File: src/rtl/data_mem_copy_engine_if.sv
// Signal bundle between the copy engine, its controller and the data memory port.
// Optional checksum output present when CPY_CHECKSUM_EN is defined.
interface data_mem_copy_engine_if #(
   parameter int ADDR_W = 32,
   parameter int DATA_W = 32,
   parameter int LEN_W  = 8
);
   logic              i_start;
   logic [ADDR_W-1:0] i_srcAddr;
   logic [ADDR_W-1:0] i_dstAddr;
   logic [LEN_W-1:0]  i_length;
   logic [DATA_W-1:0] i_readData;
   logic              o_busy;
   logic              o_done;
   logic              o_error;
   logic              o_memRead;
   logic              o_memWrite;
   logic [ADDR_W-1:0] o_address;
   logic [DATA_W-1:0] o_writeData;
`ifdef CPY_CHECKSUM_EN
   logic [DATA_W-1:0] o_checksum;

   modport master (
      input  i_start, i_srcAddr, i_dstAddr, i_length, i_readData,
      output o_busy, o_done, o_error, o_memRead, o_memWrite, o_address, o_writeData, o_checksum
   );
   modport slave (
      output i_start, i_srcAddr, i_dstAddr, i_length, i_readData,
      input  o_busy, o_done, o_error, o_memRead, o_memWrite, o_address, o_writeData, o_checksum
   );
`else
   modport master (
      input  i_start, i_srcAddr, i_dstAddr, i_length, i_readData,
      output o_busy, o_done, o_error, o_memRead, o_memWrite, o_address, o_writeData
   );
   modport slave (
      output i_start, i_srcAddr, i_dstAddr, i_length, i_readData,
      input  o_busy, o_done, o_error, o_memRead, o_memWrite, o_address, o_writeData
   );
`endif
endinterface

File: src/rtl/data_mem_copy_engine.sv
// Block copy engine driving the single-cycle data memory port (ascending, bounds-checked).
// Define CPY_CHECKSUM_EN to add the running checksum of copied words.
module data_mem_copy_engine #(
   parameter int ADDR_W    = 32,
   parameter int DATA_W    = 32,
   parameter int LEN_W     = 8,
   parameter int MEM_WORDS = 100
) (
   input logic                    i_clk,
   input logic                    i_rst,
   data_mem_copy_engine_if.master bus
);
   localparam logic [2:0] S_IDLE  = 3'd0;
   localparam logic [2:0] S_CHECK = 3'd1;
   localparam logic [2:0] S_READ  = 3'd2;
   localparam logic [2:0] S_WRITE = 3'd3;
   localparam logic [2:0] S_DONE  = 3'd4;

   logic [2:0]        r_state;
   logic [ADDR_W-1:0] r_srcPtr;
   logic [ADDR_W-1:0] r_dstPtr;
   logic [LEN_W-1:0]  r_count;
   logic [DATA_W-1:0] r_dataReg;
   logic              r_error;
`ifdef CPY_CHECKSUM_EN
   logic [DATA_W-1:0] r_checksum;
`endif

   // End addresses computed one bit wider so a range near the top of the address space cannot wrap
   logic [ADDR_W:0] w_srcEnd;
   logic [ADDR_W:0] w_dstEnd;
   logic [ADDR_W:0] w_limit;

   assign w_srcEnd = {1'b0, r_srcPtr} + (ADDR_W+1)'(r_count);
   assign w_dstEnd = {1'b0, r_dstPtr} + (ADDR_W+1)'(r_count);
   assign w_limit  = (ADDR_W+1)'(MEM_WORDS);

   always_ff @(posedge i_clk) begin
      if (!i_rst) begin
         r_state   <= S_IDLE;
         r_srcPtr  <= '0;
         r_dstPtr  <= '0;
         r_count   <= '0;
         r_dataReg <= '0;
         r_error   <= 1'b0;
`ifdef CPY_CHECKSUM_EN
         r_checksum <= '0;
`endif
      end else begin
         case (r_state)
            S_IDLE: begin
               if (bus.i_start) begin
                  r_srcPtr <= bus.i_srcAddr;
                  r_dstPtr <= bus.i_dstAddr;
                  r_count  <= bus.i_length;
                  r_error  <= 1'b0;
`ifdef CPY_CHECKSUM_EN
                  r_checksum <= '0;
`endif
                  r_state  <= S_CHECK;
               end
            end
            S_CHECK: begin
               if (r_count == '0) begin
                  r_state <= S_DONE;
               end else if ((w_srcEnd > w_limit) || (w_dstEnd > w_limit)) begin
                  r_error <= 1'b1;
                  r_state <= S_DONE;
               end else begin
                  r_state <= S_READ;
               end
            end
            S_READ: begin
               r_dataReg <= bus.i_readData;
               r_srcPtr  <= r_srcPtr + ADDR_W'(1);
`ifdef CPY_CHECKSUM_EN
               r_checksum <= r_checksum + bus.i_readData;
`endif
               r_state   <= S_WRITE;
            end
            S_WRITE: begin
               r_dstPtr <= r_dstPtr + ADDR_W'(1);
               r_count  <= r_count - LEN_W'(1);
               r_state  <= (r_count == LEN_W'(1)) ? S_DONE : S_READ;
            end
            S_DONE:  r_state <= S_IDLE;
            default: r_state <= S_IDLE;
         endcase
      end
   end

   assign bus.o_busy      = (r_state != S_IDLE);
   assign bus.o_done      = (r_state == S_DONE);
   assign bus.o_error     = (r_state == S_DONE) && r_error;
   assign bus.o_memRead   = (r_state == S_READ);
   assign bus.o_memWrite  = (r_state == S_WRITE);
   assign bus.o_address   = (r_state == S_READ)  ? r_srcPtr :
                            (r_state == S_WRITE) ? r_dstPtr : '0;
   assign bus.o_writeData = (r_state == S_WRITE) ? r_dataReg : '0;
`ifdef CPY_CHECKSUM_EN
   assign bus.o_checksum  = r_checksum;
`endif
endmodule
File: src/flat_wrapper.sv
// flat-port wrapper written by rule: the top's interface ports become plain ports
module data_mem_copy_engine_flat 
#(
   parameter int ADDR_W    = 32,
   parameter int DATA_W    = 32,
   parameter int LEN_W     = 8,
   parameter int MEM_WORDS = 100
)
  (i_clk, i_rst, bus_i_start, bus_i_srcAddr, bus_i_dstAddr, bus_i_length, bus_i_readData, bus_o_busy, bus_o_done, bus_o_error, bus_o_memRead, bus_o_memWrite, bus_o_address, bus_o_writeData);
  data_mem_copy_engine_if #(.ADDR_W(ADDR_W), .DATA_W(DATA_W), .LEN_W(LEN_W)) bus_i ();
  input logic i_clk;
  input logic i_rst;
  input wire logic [$bits(bus_i.i_start)-1:0] bus_i_start;
  input wire logic [$bits(bus_i.i_srcAddr)-1:0] bus_i_srcAddr;
  input wire logic [$bits(bus_i.i_dstAddr)-1:0] bus_i_dstAddr;
  input wire logic [$bits(bus_i.i_length)-1:0] bus_i_length;
  input wire logic [$bits(bus_i.i_readData)-1:0] bus_i_readData;
  output wire logic [$bits(bus_i.o_busy)-1:0] bus_o_busy;
  output wire logic [$bits(bus_i.o_done)-1:0] bus_o_done;
  output wire logic [$bits(bus_i.o_error)-1:0] bus_o_error;
  output wire logic [$bits(bus_i.o_memRead)-1:0] bus_o_memRead;
  output wire logic [$bits(bus_i.o_memWrite)-1:0] bus_o_memWrite;
  output wire logic [$bits(bus_i.o_address)-1:0] bus_o_address;
  output wire logic [$bits(bus_i.o_writeData)-1:0] bus_o_writeData;
  assign bus_i.i_start = bus_i_start;
  assign bus_i.i_srcAddr = bus_i_srcAddr;
  assign bus_i.i_dstAddr = bus_i_dstAddr;
  assign bus_i.i_length = bus_i_length;
  assign bus_i.i_readData = bus_i_readData;
  assign bus_o_busy = bus_i.o_busy;
  assign bus_o_done = bus_i.o_done;
  assign bus_o_error = bus_i.o_error;
  assign bus_o_memRead = bus_i.o_memRead;
  assign bus_o_memWrite = bus_i.o_memWrite;
  assign bus_o_address = bus_i.o_address;
  assign bus_o_writeData = bus_i.o_writeData;
  data_mem_copy_engine #(.ADDR_W(ADDR_W), .DATA_W(DATA_W), .LEN_W(LEN_W), .MEM_WORDS(MEM_WORDS)) u_core (.i_clk(i_clk), .i_rst(i_rst), .bus(bus_i));
endmodule
File: config.mk
export PLATFORM = sky130hd
export DESIGN_NAME = data_mem_copy_engine_flat
export DESIGN_NICKNAME = d
export VERILOG_FILES = /design/src/rtl/data_mem_copy_engine_if.sv /design/src/rtl/data_mem_copy_engine.sv /design/src/flat_wrapper.sv
export SDC_FILE = /design/constraint.sdc
export NUM_CORES = 1
export LEC_CHECK = 0
export BUFFER_PORTS_ARGS = -buffer_cell sky130_fd_sc_hd__buf_2
export CORE_ASPECT_RATIO = 1.4
export CORE_UTILIZATION = 55
export DETAILED_ROUTE_END_ITERATION = 10
export GPL_TIMING_DRIVEN = 0
export HOLD_SLACK_MARGIN = 0.15
export MAX_ROUTING_LAYER = met4
export PLACE_DENSITY = 0.9
export SYNTH_ARGS = -nofsm -noshare
export SYNTH_HDL_FRONTEND = slang
export SYNTH_SLANG_ARGS = --single-unit
File: constraint.sdc
create_clock -name i_clk -period 3.5 [get_ports i_clk]
set_clock_uncertainty 0.05 [all_clocks]
set_input_delay 0.7 -clock i_clk [delete_from_list [all_inputs] [get_ports i_clk]]
set_output_delay 0.7 -clock i_clk [all_outputs]
set_load 0.005 [all_outputs]
==> reports/qor.csv, run 1 <==
metric,value,unit
DIE AREA,14800,um^2
Num CTS Buffers,9,
Syn Area/Cell,6.99,um^2
ant diodes,0,
RR Endpoint,u_core.r_state[2],
CP Class,flop to flop,
DP Cell Count,1487,
GPL Wtd Cong,1.04,
"Seq/Total Area, Yosys",27.4,%
clock latency on the worst-skew pair,380,ps
type of the most critical hold path,flop to flop,
syn_nets,1257,
cell area after layout,9430,um^2
DR vias,9912,
leakage power,3.82,nW
crit path to,u_core.r_state[2],
vias in the first global route,8833,
WL final,32500,um
Startpoint Class,flop,
Iter 0 DRT Violations,1125,
Slew headroom,28.0,%
Pint,0.00204,W
CP startpoint,u_core.r_dstPtr[1],
Fin. Hold Viols,0,
CTS sink count,108,
Slew Limit Fails,0,
logic gate share of total power,20.2,%
CP endpoint kind,flop,
Synth Warn #,0,
number of H-tree levels,3,
vias per cell,6.57,
overall global routing resource usage,44.5,%
Synth cell types,74,
Fmax,289,MHz
CP arrival,3690,ps
Clock power frac,35.7,%
met2 Resource Use GR,68.9,%
R2R setup slack,40,ps
Worst Path Max Fanout,8,
mapped cell area,7890,um^2
period utilization,99.0,%
drt wl/cell,21.5,um
grt ovf,0,
Routed Antenna Nets,0,
R2R depth,10,
required time worst endpoint,3730,ps
root buf cell,clkbuf_16,
Net Switching,0.00105,W
dpl hpwl,24300,um
fillers,1298,
Post-synth ARST share,0,%
Main synth FF type,dfxtp_1,
Final Non-Filler Cells,1508,
most used cells in the layout excluding fill and tap cells,"193 x nand2_1, 193 x buf_2, 113 x a21oi_1",
Max clock buf depth,2,
met3 Use GR,7.30,%
cell count after synthesis,1128,
Post-synth EDFFs,0,
crit path time final,3460,ps
DRC violation count after routing,0,
Max Cap Viol,0,
Clock Pin Slew Worst Setup and Hold Paths,90,ps
met1 GRT Util,52.5,%
placed cell areas,8990,um^2
pwr dens,327,nW/um^2
Die Height,144,um
fin nets,1447,
CTS tree,yes,
RR Startpoint,u_core.r_dstPtr[1],
IO Pins,176,
die width,103,um
share of layout cells above drive strength 1,20.0,%
# rows,51,
Fin Hold WS,403,ps
Sw Share,34.1,%
TritonRoute pass-1 iters,7,
Starting Density,56.5,%
Yosys reg bits,108,
status,completed,
sequential power share,44.1,%
CORE AREA,14000,um^2
P&R area growth vs syn,19.6,%
initial antenna violation count,0,
# setup viols final,0,
Worst VDD drop,0.261,mV
worst slew pin tran,1060,ps
pin count of the biggest net entering global routing,23,
first-pass GRT wire length,47800,um
Port Buf Inserts,174,
global routing's busiest layer,met2,
logic make-up after synthesis:
| group | count (synthesis) | share of synthesized area [%] |
|---|---|---|
| AND/OR/NAND/NOR | 511 | 31.1 |
| buffers and inverters | 117 | 6.20 |
| AO/OA/AOI/OAI | 340 | 28.1 |
| adder cells (fa/ha/maj) | 22 | 3.68 |
| XOR/XNOR | 23 | 2.55 |
| flip-flops | 108 | 27.4 |
| multiplexers | 7 | 0.920 |
worst min path at each step:
stage / from / endpoint / slack (ps) / cells past startpoint
3_3_place_gp: u_core.r_dataReg[0] / u_core.r_dataReg[0] / 390 / 2
6_report: u_core.r_dataReg[27] / u_core.r_dataReg[27] / 400 / 2
5_1_grt: u_core.r_dataReg[4] / u_core.r_dataReg[4] / 420 / 2
4_1_cts: u_core.r_dataReg[24] / u_core.r_dataReg[24] / 400 / 2
2_1_floorplan: u_core.r_dataReg[0] / u_core.r_dataReg[0] / 380 / 2
3_5_place_dp: u_core.r_dataReg[17] / u_core.r_dataReg[17] / 390 / 2
per-layer routing:
| layer | wire (um) | up-vias |
|---|---|---|
| li1 | - | 4513 |
| met1 | 12200 | 4571 |
| met2 | 15100 | 677 |
| met3 | 3100 | 151 |
| met4 | 2170 | 0 |
| met5 | 0 | - |
power by group through the flow:
| stage | combinational, W | clock (W) | sequential (W) |
|---|---|---|---|
| after floorplan | 0.000385 | 0 | 0.00136 |
| after global placement | 0.000583 | 0 | 0.00138 |
| after detailed placement | 0.000587 | 0 | 0.00138 |
| after CTS | 0.000593 | 0.00109 | 0.00135 |
| after global routing | 0.000661 | 0.00114 | 0.00137 |
| final | 0.000624 | 0.00110 | 0.00136 |
cells in the mapped netlist, drive strengths merged, types with 5 or more instances:
| cell | instances | area, um^2 |
|---|---|---|
| or3 | 6 | 37.5 |
| o211ai | 12 | 100 |
| nor4 | 18 | 119 |
| nor3 | 41 | 215 |
| buf | 26 | 146 |
| a22o | 24 | 210 |
| nor2 | 102 | 390 |
| a222oi | 9 | 90.1 |
| nor3b | 6 | 45.0 |
| a21o | 7 | 52.6 |
| a31oi | 19 | 119 |
| ha | 20 | 250 |
| nand4 | 25 | 171 |
| a211oi | 12 | 105 |
| a21oi | 114 | 571 |
| inv | 19 | 71.3 |
| and2 | 38 | 238 |
| nand2 | 194 | 728 |
| or4 | 8 | 60.1 |
| o21ai | 75 | 375 |
| a311oi | 7 | 61.3 |
| xor2 | 15 | 131 |
| o2111ai | 6 | 52.6 |
| a221oi | 22 | 193 |
| xnor2 | 8 | 70.1 |
| mux2i | 5 | 50.1 |
| and3 | 16 | 100 |
| clkbuf | 70 | 264 |
| nand3 | 39 | 200 |
| dfxtp | 108 | 2160 |
through the flow:
| stage | power, W | util [%] | setup WS [ps] | TNS (ps) |
|---|---|---|---|---|
| detailed placement | 0.00197 | 64.3 | -225 | -1550 |
| finish | 0.00309 | 67.5 | 36.0 | 0 |
| CTS | 0.00304 | 66.9 | 5.49 | 0 |
| floorplan | 0.00174 | - | 513 | 0 |
| global placement | 0.00196 | 64.3 | -156 | -842 |
| global route | 0.00317 | 67.5 | -17.0 | -17.0 |
critical path, cell delays in order, from the launching register on:
cell and delay, ps:
dfxtp_1 590, ha_1 330, a211oi_1 390, or3_1 220, a21oi_1 200, a2111oi_0 550, o2111ai_1 190, nor4_1 240
and4b_2 340, nand3_1 110, and2_1 140
layout make-up:
cell class                      instances  area, um^2  area share, %
Multi-Input combinational cell        903        5280           56.0
Clock inverter                          7        88.8          0.942
Inverter                               21        86.3          0.915
Sequential cell                       108        2160           22.9
Timing Repair Buffer                  182         931           9.87
Tap cell                              185         231           2.45
Clock buffer                            9         225           2.39
Buffer                                 93         425           4.51
repair_timing:
item	CTS	global route
setup buffers	0	8
setup endpoints to repair	56	59
hold buffers	0	0
gates resized for setup	17	16
endpoints found under the hold margin	0	0
pin swaps	0	3
flip-flops by register name, indices dropped and copies added, names as in the netlist:
register / flops
u_core.r_state: 3
u_core.r_dstPtr: 32
u_core.r_dataReg: 32
u_core.r_error: 1
u_core.r_count: 8
u_core.r_srcPtr: 32
Power figures use the tool's default switching activity.
==> inputs of run 2 (changes only) <==
- RECOVER_POWER: not set -> 50
==> run 2 against run 1 <==
  * Register-to-register slack got worse by 20 ps
  * Cell count stayed put
  * Clock power about the same
  * Largest power group unchanged
  * Wire length shrank 0.32%
  * Clock-buffer cell count stayed put
  * Sequential power about the same
  * Maximum frequency decreased by 0.66%
  * Critical path type unchanged
==> reports/qor.csv, run 2 (synthesis results as in run 1) <==
metric,value,unit,change
number of H-tree levels,3,,unchanged
crit-path max cell delay,590,ps,about the same
crit path time final,3490,ps,+22.9 ps
Slew Limit Fails,0,,unchanged
WHS Path Cells,2,,unchanged
root buf cell,clkbuf_16,,
Fmax,287,MHz,-0.66%
WL final,32400,um,-0.32%
ant diodes,0,,unchanged
CP startpoint,u_core.r_dstPtr[1],,
worst hold endpoint,u_core.r_dataReg[27],,
dpl hpwl,24300,um,unchanged
die width,103,um,unchanged
RR Endpoint,u_core.r_state[2],,
Layout Utilization,67.4,%,-0.13 points
share of layout cells above drive strength 1,19.4,%,-0.60 points
overall global routing resource usage,44.5,%,unchanged
Worst Path Max Fanout,8,,unchanged
Max Cap Viol,0,,unchanged
CTS sink count,108,,unchanged
fin nets,1447,,unchanged
"most common cell after layout, fill and taps aside",nand2_1,,
# rows,51,,unchanged
min-delay src,u_core.r_dataReg[27],,
DIE AREA,14800,um^2,unchanged
period utilization,99.6,%,+0.65 points
vias per cell,6.55,,-0.31%
Iter 0 DRT Violations,1178,,+4.7%
most used cells in the layout excluding fill and tap cells,"193 x nand2_1, 187 x buf_2, 113 x a21oi_1",,
Routed Antenna Nets,0,,unchanged
drt wl/cell,21.5,um,-0.32%
multi-input logic area,5280,um^2,-0.12%
TritonRoute pass-1 iters,6,,-1
R2R depth,10,,unchanged
CORE AREA,14000,um^2,unchanged
Startpoint Class,flop,,
GPL Wtd Cong,1.04,,unchanged
clock latency on the worst-skew pair,380,ps,about the same
Worst VDD drop,0.262,mV,+0.28%
Fin Hold WS,403,ps,-0.0730 ps
CP Class,flop to flop,,
P&R area growth vs syn,19.3,%,
R2R setup slack,10,ps,-20 ps
CP arrival,3720,ps,+30 ps
first-pass GRT wire length,47800,um,unchanged
initial antenna violation count,0,,unchanged
Slew headroom,27.2,%,-0.83 points
RR Startpoint,u_core.r_dstPtr[1],,
fillers,1306,,+0.62%
DP Worst Slack,-225,ps,unchanged
Final Non-Filler Cells,1508,,unchanged
Clock Pin Slew Worst Setup and Hold Paths,90,ps,about the same
vias in the first global route,8833,,unchanged
IO Pins,176,,unchanged
DP Cell Count,1487,,unchanged
Worst path slowest cell,dfxtp_1,,
Port Buf Inserts,174,,unchanged
worst-path cell chain,"ha_1, a211oi_1, or3_1, a21oi_1, a2111oi_0, o2111ai_1, nor4_1, and4b_2, nand3_1, and2_1",,
status,completed,,
Fin. Hold Viols,0,,unchanged
Die Height,144,um,unchanged
leakage power,3.79,nW,-0.75%
pin count of the biggest net entering global routing,23,,unchanged
Max clock buf depth,2,,unchanged
DR vias,9881,,-0.31%
Num CTS Buffers,9,,unchanged
# setup viols final,0,,unchanged
worst slew pin tran,1080,ps,+12.2 ps
type of the most critical hold path,flop to flop,,
Starting Density,56.5,%,unchanged
grt ovf,0,,unchanged
required time worst endpoint,3730,ps,about the same
pwr dens,328,nW/um^2,+0.24%
worst setup margin,13.1,ps,-22.9 ps
Sequential Area,2160,um^2,unchanged
CP endpoint kind,flop,,
DRC violation count after routing,0,,unchanged
Regs by FF count,"u_core.r_dataReg x32, u_core.r_dstPtr x32, u_core.r_srcPtr x32",,
CTS tree,yes,,
run 2: cell types whose count changed in the layout (fill, tap and decap cells not counted), sizes merged:
| cell | previous run | this run |
|---|---|---|
| buf | 208 | 202 |
| clkbuf | 76 | 82 |
run 2: layer usage:
layer	routed length, um	track usage (%)	vias to the layer above
met4	2320	29.9	0
met3	3230	7.30	163
met1	11900	52.5	4542
li1	-	-	4513
met5	0	-	-
met2	15000	68.9	663
run 2: per-stage QoR:
| step | instance area (um^2) | setup TNS (ps) | total power (W) |
|---|---|---|---|
| final | 9420 | 0 | 0.00309 |
| after global routing | 9420 | -17.0 | 0.00317 |
| after CTS | 9340 | 0 | 0.00304 |
| after detailed placement | 8990 | -1550 | 0.00197 |
| after global placement | 8990 | -842 | 0.00196 |
| after floorplan | 7890 | 0 | 0.00174 |
run 2: critical path, delay by kind of cell, from the launching register on:
kind                       cells  cell delay [ps]
AOI/OAI and AO/OA              4             1340
adders and majority gates      1              330
DFF                            1              590
and+or+nand+nor                5             1070
run 2: how the worst max path moves through the flow:
stage / end / slack, ps / cells after the start
2_1_floorplan: u_core.r_state[2] / 510 / 11
3_3_place_gp: bus_o_address[25] / -160 / 10
3_5_place_dp: bus_o_address[10] / -220 / 10
4_1_cts: bus_o_address[10] / 5 / 10
5_1_grt: u_core.r_state[2] / -20 / 13
6_report: u_core.r_state[2] / 10 / 10
run 2: report_power, final:
part / switching [W] / total (W) / internal (W) / leakage (nW)
Combinational: 0.000389 / 0.000622 / 0.000232 / 2.76
Clock: 0.000587 / 0.00111 / 0.000518 / 0.153
Sequential: 0.0000759 / 0.00136 / 0.00128 / 0.883
run 2: final cells by class:
class                           count  share of cell area [%]
Multi-Input combinational cell    903                    56.0
Inverter                           21                   0.890
Tap cell                          185                    2.46
Clock buffer                        9                    2.39
Timing Repair Buffer              182                    9.81
Clock inverter                      7                   0.944
Sequential cell                   108                    23.0
Buffer                             93                    4.49
run 2: what timing repair did:
item                                    in CTS  in global routing
pin swaps                                    0                  3
buffers inserted                             0                  8
endpoints found under the setup margin      56                 59
gates cloned                                 0                  0
hold buffers                                 0                  0
resized for setup                           17                 16
==> inputs of run 3 (changes only) <==
- ABC_AREA: not set -> 1
- CORE_MARGIN: not set -> 2
- PLACE_DENSITY: 0.9 -> 0.88
==> run 3 against run 2 <==
  * Flip-flop and latch count unchanged
  * Worst hold slack better by 2.2 ps
  * Sequential power up 5%
  * Synthesized cell count up 53%
  * Synthesized area up 25%
  * Largest power group unchanged
  * Critical path depth down 4
  * Cell count up 43%
  * Clock power up 6%
  * Largest cell class unchanged
  * Die area up 29%
  * Combinational power up 45%
  * Register-to-register slack better by 160 ps
==> reports/qor.csv, run 3 <==
metric,value,unit,change
crit path time final,3420,ps,-65.3 ps
post-synth top area share,21.9,%,-5.6 points
Tot Pwr,0.00351,W,+14%
unrepaired setup endpoints after global routing,false,,
Max Cap Viol,0,,unchanged
CP endpoint kind,primary output,,
drt wl/cell,21.3,um,-0.89%
Synth Warn #,0,,unchanged
# rows,58,,+14%
Max clock buf depth,2,,unchanged
CTS sink count,108,,unchanged
P&R area growth vs syn,15.3,%,
mapped cell area,9890,um^2,+25%
worst slew pin tran,1160,ps,+78.5 ps
period utilization,97.8,%,-1.9 points
CP Class,flop to primary output,,
IO Pins,176,,unchanged
DRC violation count after routing,0,,unchanged
status,completed,,
Synth area leaders,"dfxtp_1 22%, nand2_1 17%, nand3_1 9.3%, inv_1 8.7%, nor2_1 6.7%",,
GPL Wtd Cong,1.10,,+5.8%
first-pass GRT wire length,68500,um,+43%
fin nets,2034,,+41%
Startpoint Class,flop,,
"most common cell after layout, fill and taps aside",nand2_1,,
Synth cell types,49,,-34%
Post-CTS Hold Buffers,0,,unchanged
fillers,1767,,+35%
syn_nets,1850,,+47%
vias in the first global route,12400,,+40%
CORE AREA,17800,um^2,+27%
DR vias,13200,,+34%
overall global routing resource usage,48.5,%,+3.9 points
cell count after synthesis,1721,,+53%
post-CTS setup buffer count,0,,unchanged
Synth area leader,dfxtp_1,,
# setup viols final,0,,unchanged
Fin. Hold Viols,0,,unchanged
root buf cell,clkbuf_16,,
Die Height,163,um,+13%
DP Worst Slack,-90.3,ps,+134 ps
Post-synth EDFFs,0,,unchanged
Slew headroom,23.0,%,-4.2 points
Worst VDD drop,0.220,mV,-16%
Routed Antenna Nets,0,,unchanged
placed cell areas,11100,um^2,+23%
vias per cell,6.15,,-6.2%
Regs by FF count,"u_core.r_dataReg x32, u_core.r_dstPtr x32, u_core.r_srcPtr x32",,
Fmax,292,MHz,+1.9%
number of H-tree levels,3,,unchanged
Worst Path Max Fanout,10,,+2
type of the most critical hold path,flop to flop,,
pwr dens,308,nW/um^2,-6.1%
CP arrival,2670,ps,-1050 ps
Post-synth ARST share,0,%,unchanged
Starting Density,55.7,%,-0.80 points
share of layout cells above drive strength 1,16.1,%,-3.4 points
clock latency on the worst-skew pair,370,ps,about the same
Main synth FF type,dfxtp_1,,
DIE AREA,19100,um^2,+29%
most used cells in the layout excluding fill and tap cells,"443 x nand2_1, 230 x inv_1, 185 x nand3_1",,
leakage power,5.34,nW,+41%
Syn Area/Cell,5.75,um^2,-18%
WL final,45800,um,+41%
Port Buf Inserts,175,,+0.57%
Num CTS Buffers,9,,unchanged
cell area after layout,11400,um^2,+21%
die width,117,um,+14%
Iter 0 DRT Violations,1750,,+49%
grt ovf,0,,unchanged
dpl hpwl,36400,um,+50%
TritonRoute pass-1 iters,9,,+3
Slew Limit Fails,0,,unchanged
worst setup margin,78.4,ps,+65.3 ps
Yosys reg bits,108,,unchanged
Layout Utilization,64.1,%,-3.2 points
Clock Pin Slew Worst Setup and Hold Paths,80,ps,about the same
CTS tree,yes,,
required time worst endpoint,2750,ps,-980 ps
setup_tns,0,ps,unchanged
most numerous cell in the Yosys netlist,nand2_1,,
initial antenna violation count,2,,+2
Commonest cells post-synth,"443 x nand2_1, 230 x inv_1, 184 x nand3_1",,
"Seq/Total Area, Yosys",21.9,%,-5.6 points
pin count of the biggest net entering global routing,18,,-22%
run 3: changes by cell type in the layout (fill, tap and decap cells not counted), sizes merged, moves of 36 or more:
| cell | previous run | this run |
|---|---|---|
| inv | 23 | 266 |
| nand3 | 39 | 192 |
| nand2 | 194 | 457 |
| nor2 | 102 | 204 |
| and2 | 38 | 2 |
| a21oi | 114 | 58 |
run 3: kinds of logic after synthesis:
kind of cell	Yosys count	synth area share (%)
XOR/XNOR	11	0.974
adder cells (fa/ha/maj)	22	2.93
AND/OR/NAND/NOR	952	43.4
AO/OA/AOI/OAI	294	18.1
buffers and inverters	334	12.7
flip-flops	108	21.9
run 3: power breakdown:
| group | switching [W] | internal, W |
|---|---|---|
| combinational | 0.000610 | 0.000291 |
| sequential | 0.000129 | 0.00130 |
| clock | 0.000544 | 0.000634 |
| total | 0.00128 | 0.00223 |
run 3: layout make-up:
cell class / instances / area, um^2 / area share (%)
Buffer: 63 / 251 / 2.21
Multi-Input combinational cell: 1279 / 6490 / 56.9
Sequential cell: 108 / 2160 / 19.0
Clock inverter: 5 / 85.1 / 0.746
Timing Repair Buffer: 175 / 872 / 7.65
Clock buffer: 11 / 233 / 2.04
Inverter: 269 / 1010 / 8.85
Tap cell: 240 / 300 / 2.63
Antenna cell: 2 / 5.00 / 0.0439
run 3: what timing repair did:
action / 4_1_cts / 5_1_grt
endpoints found under the setup margin: 18 / 23
resized for setup: 4 / 10
cloned: 0 / 0
pin swaps: 0 / 0
run 3: final timing paths:
kind	cells after the start	from	endpoint	slack (ps)
max reg2reg	8	u_core.r_state[1]	u_core.r_srcPtr[13]	170
max	6	u_core.r_state[2]	bus_o_memRead	80
min	2	u_core.r_dataReg[28]	u_core.r_dataReg[28]	400
min reg2reg	2	u_core.r_dataReg[28]	u_core.r_dataReg[28]	400
run 3: routing by layer:
metal / up-vias / share of wire [%] / global-route usage, % / wire length, um
li1: 6072 / - / - / -
met1: 5885 / 33 / 49.6 / 15300
met2: 944 / 45 / 78.5 / 20700
met3: 326 / 10 / 10.3 / 4760
met4: 0 / 11 / 43.4 / 5040
met5: - / 0 / - / 0
run 3: per-stage QoR:
step / hold WS (ps) / cells
global placement: 394 / 2136
CTS: 405 / 2152
global route: 426 / 2152
detailed placement: 394 / 2136
floorplan: 380 / 1721
finish: 405 / 2152
run 3: critical path, stage by stage (launching register included):
cell      delay, ps
dfxtp_1         360
nor2_1          190
nand2_1         160
inv_1           180
clkbuf_1        530
clkbuf_1        640
buf_2           230
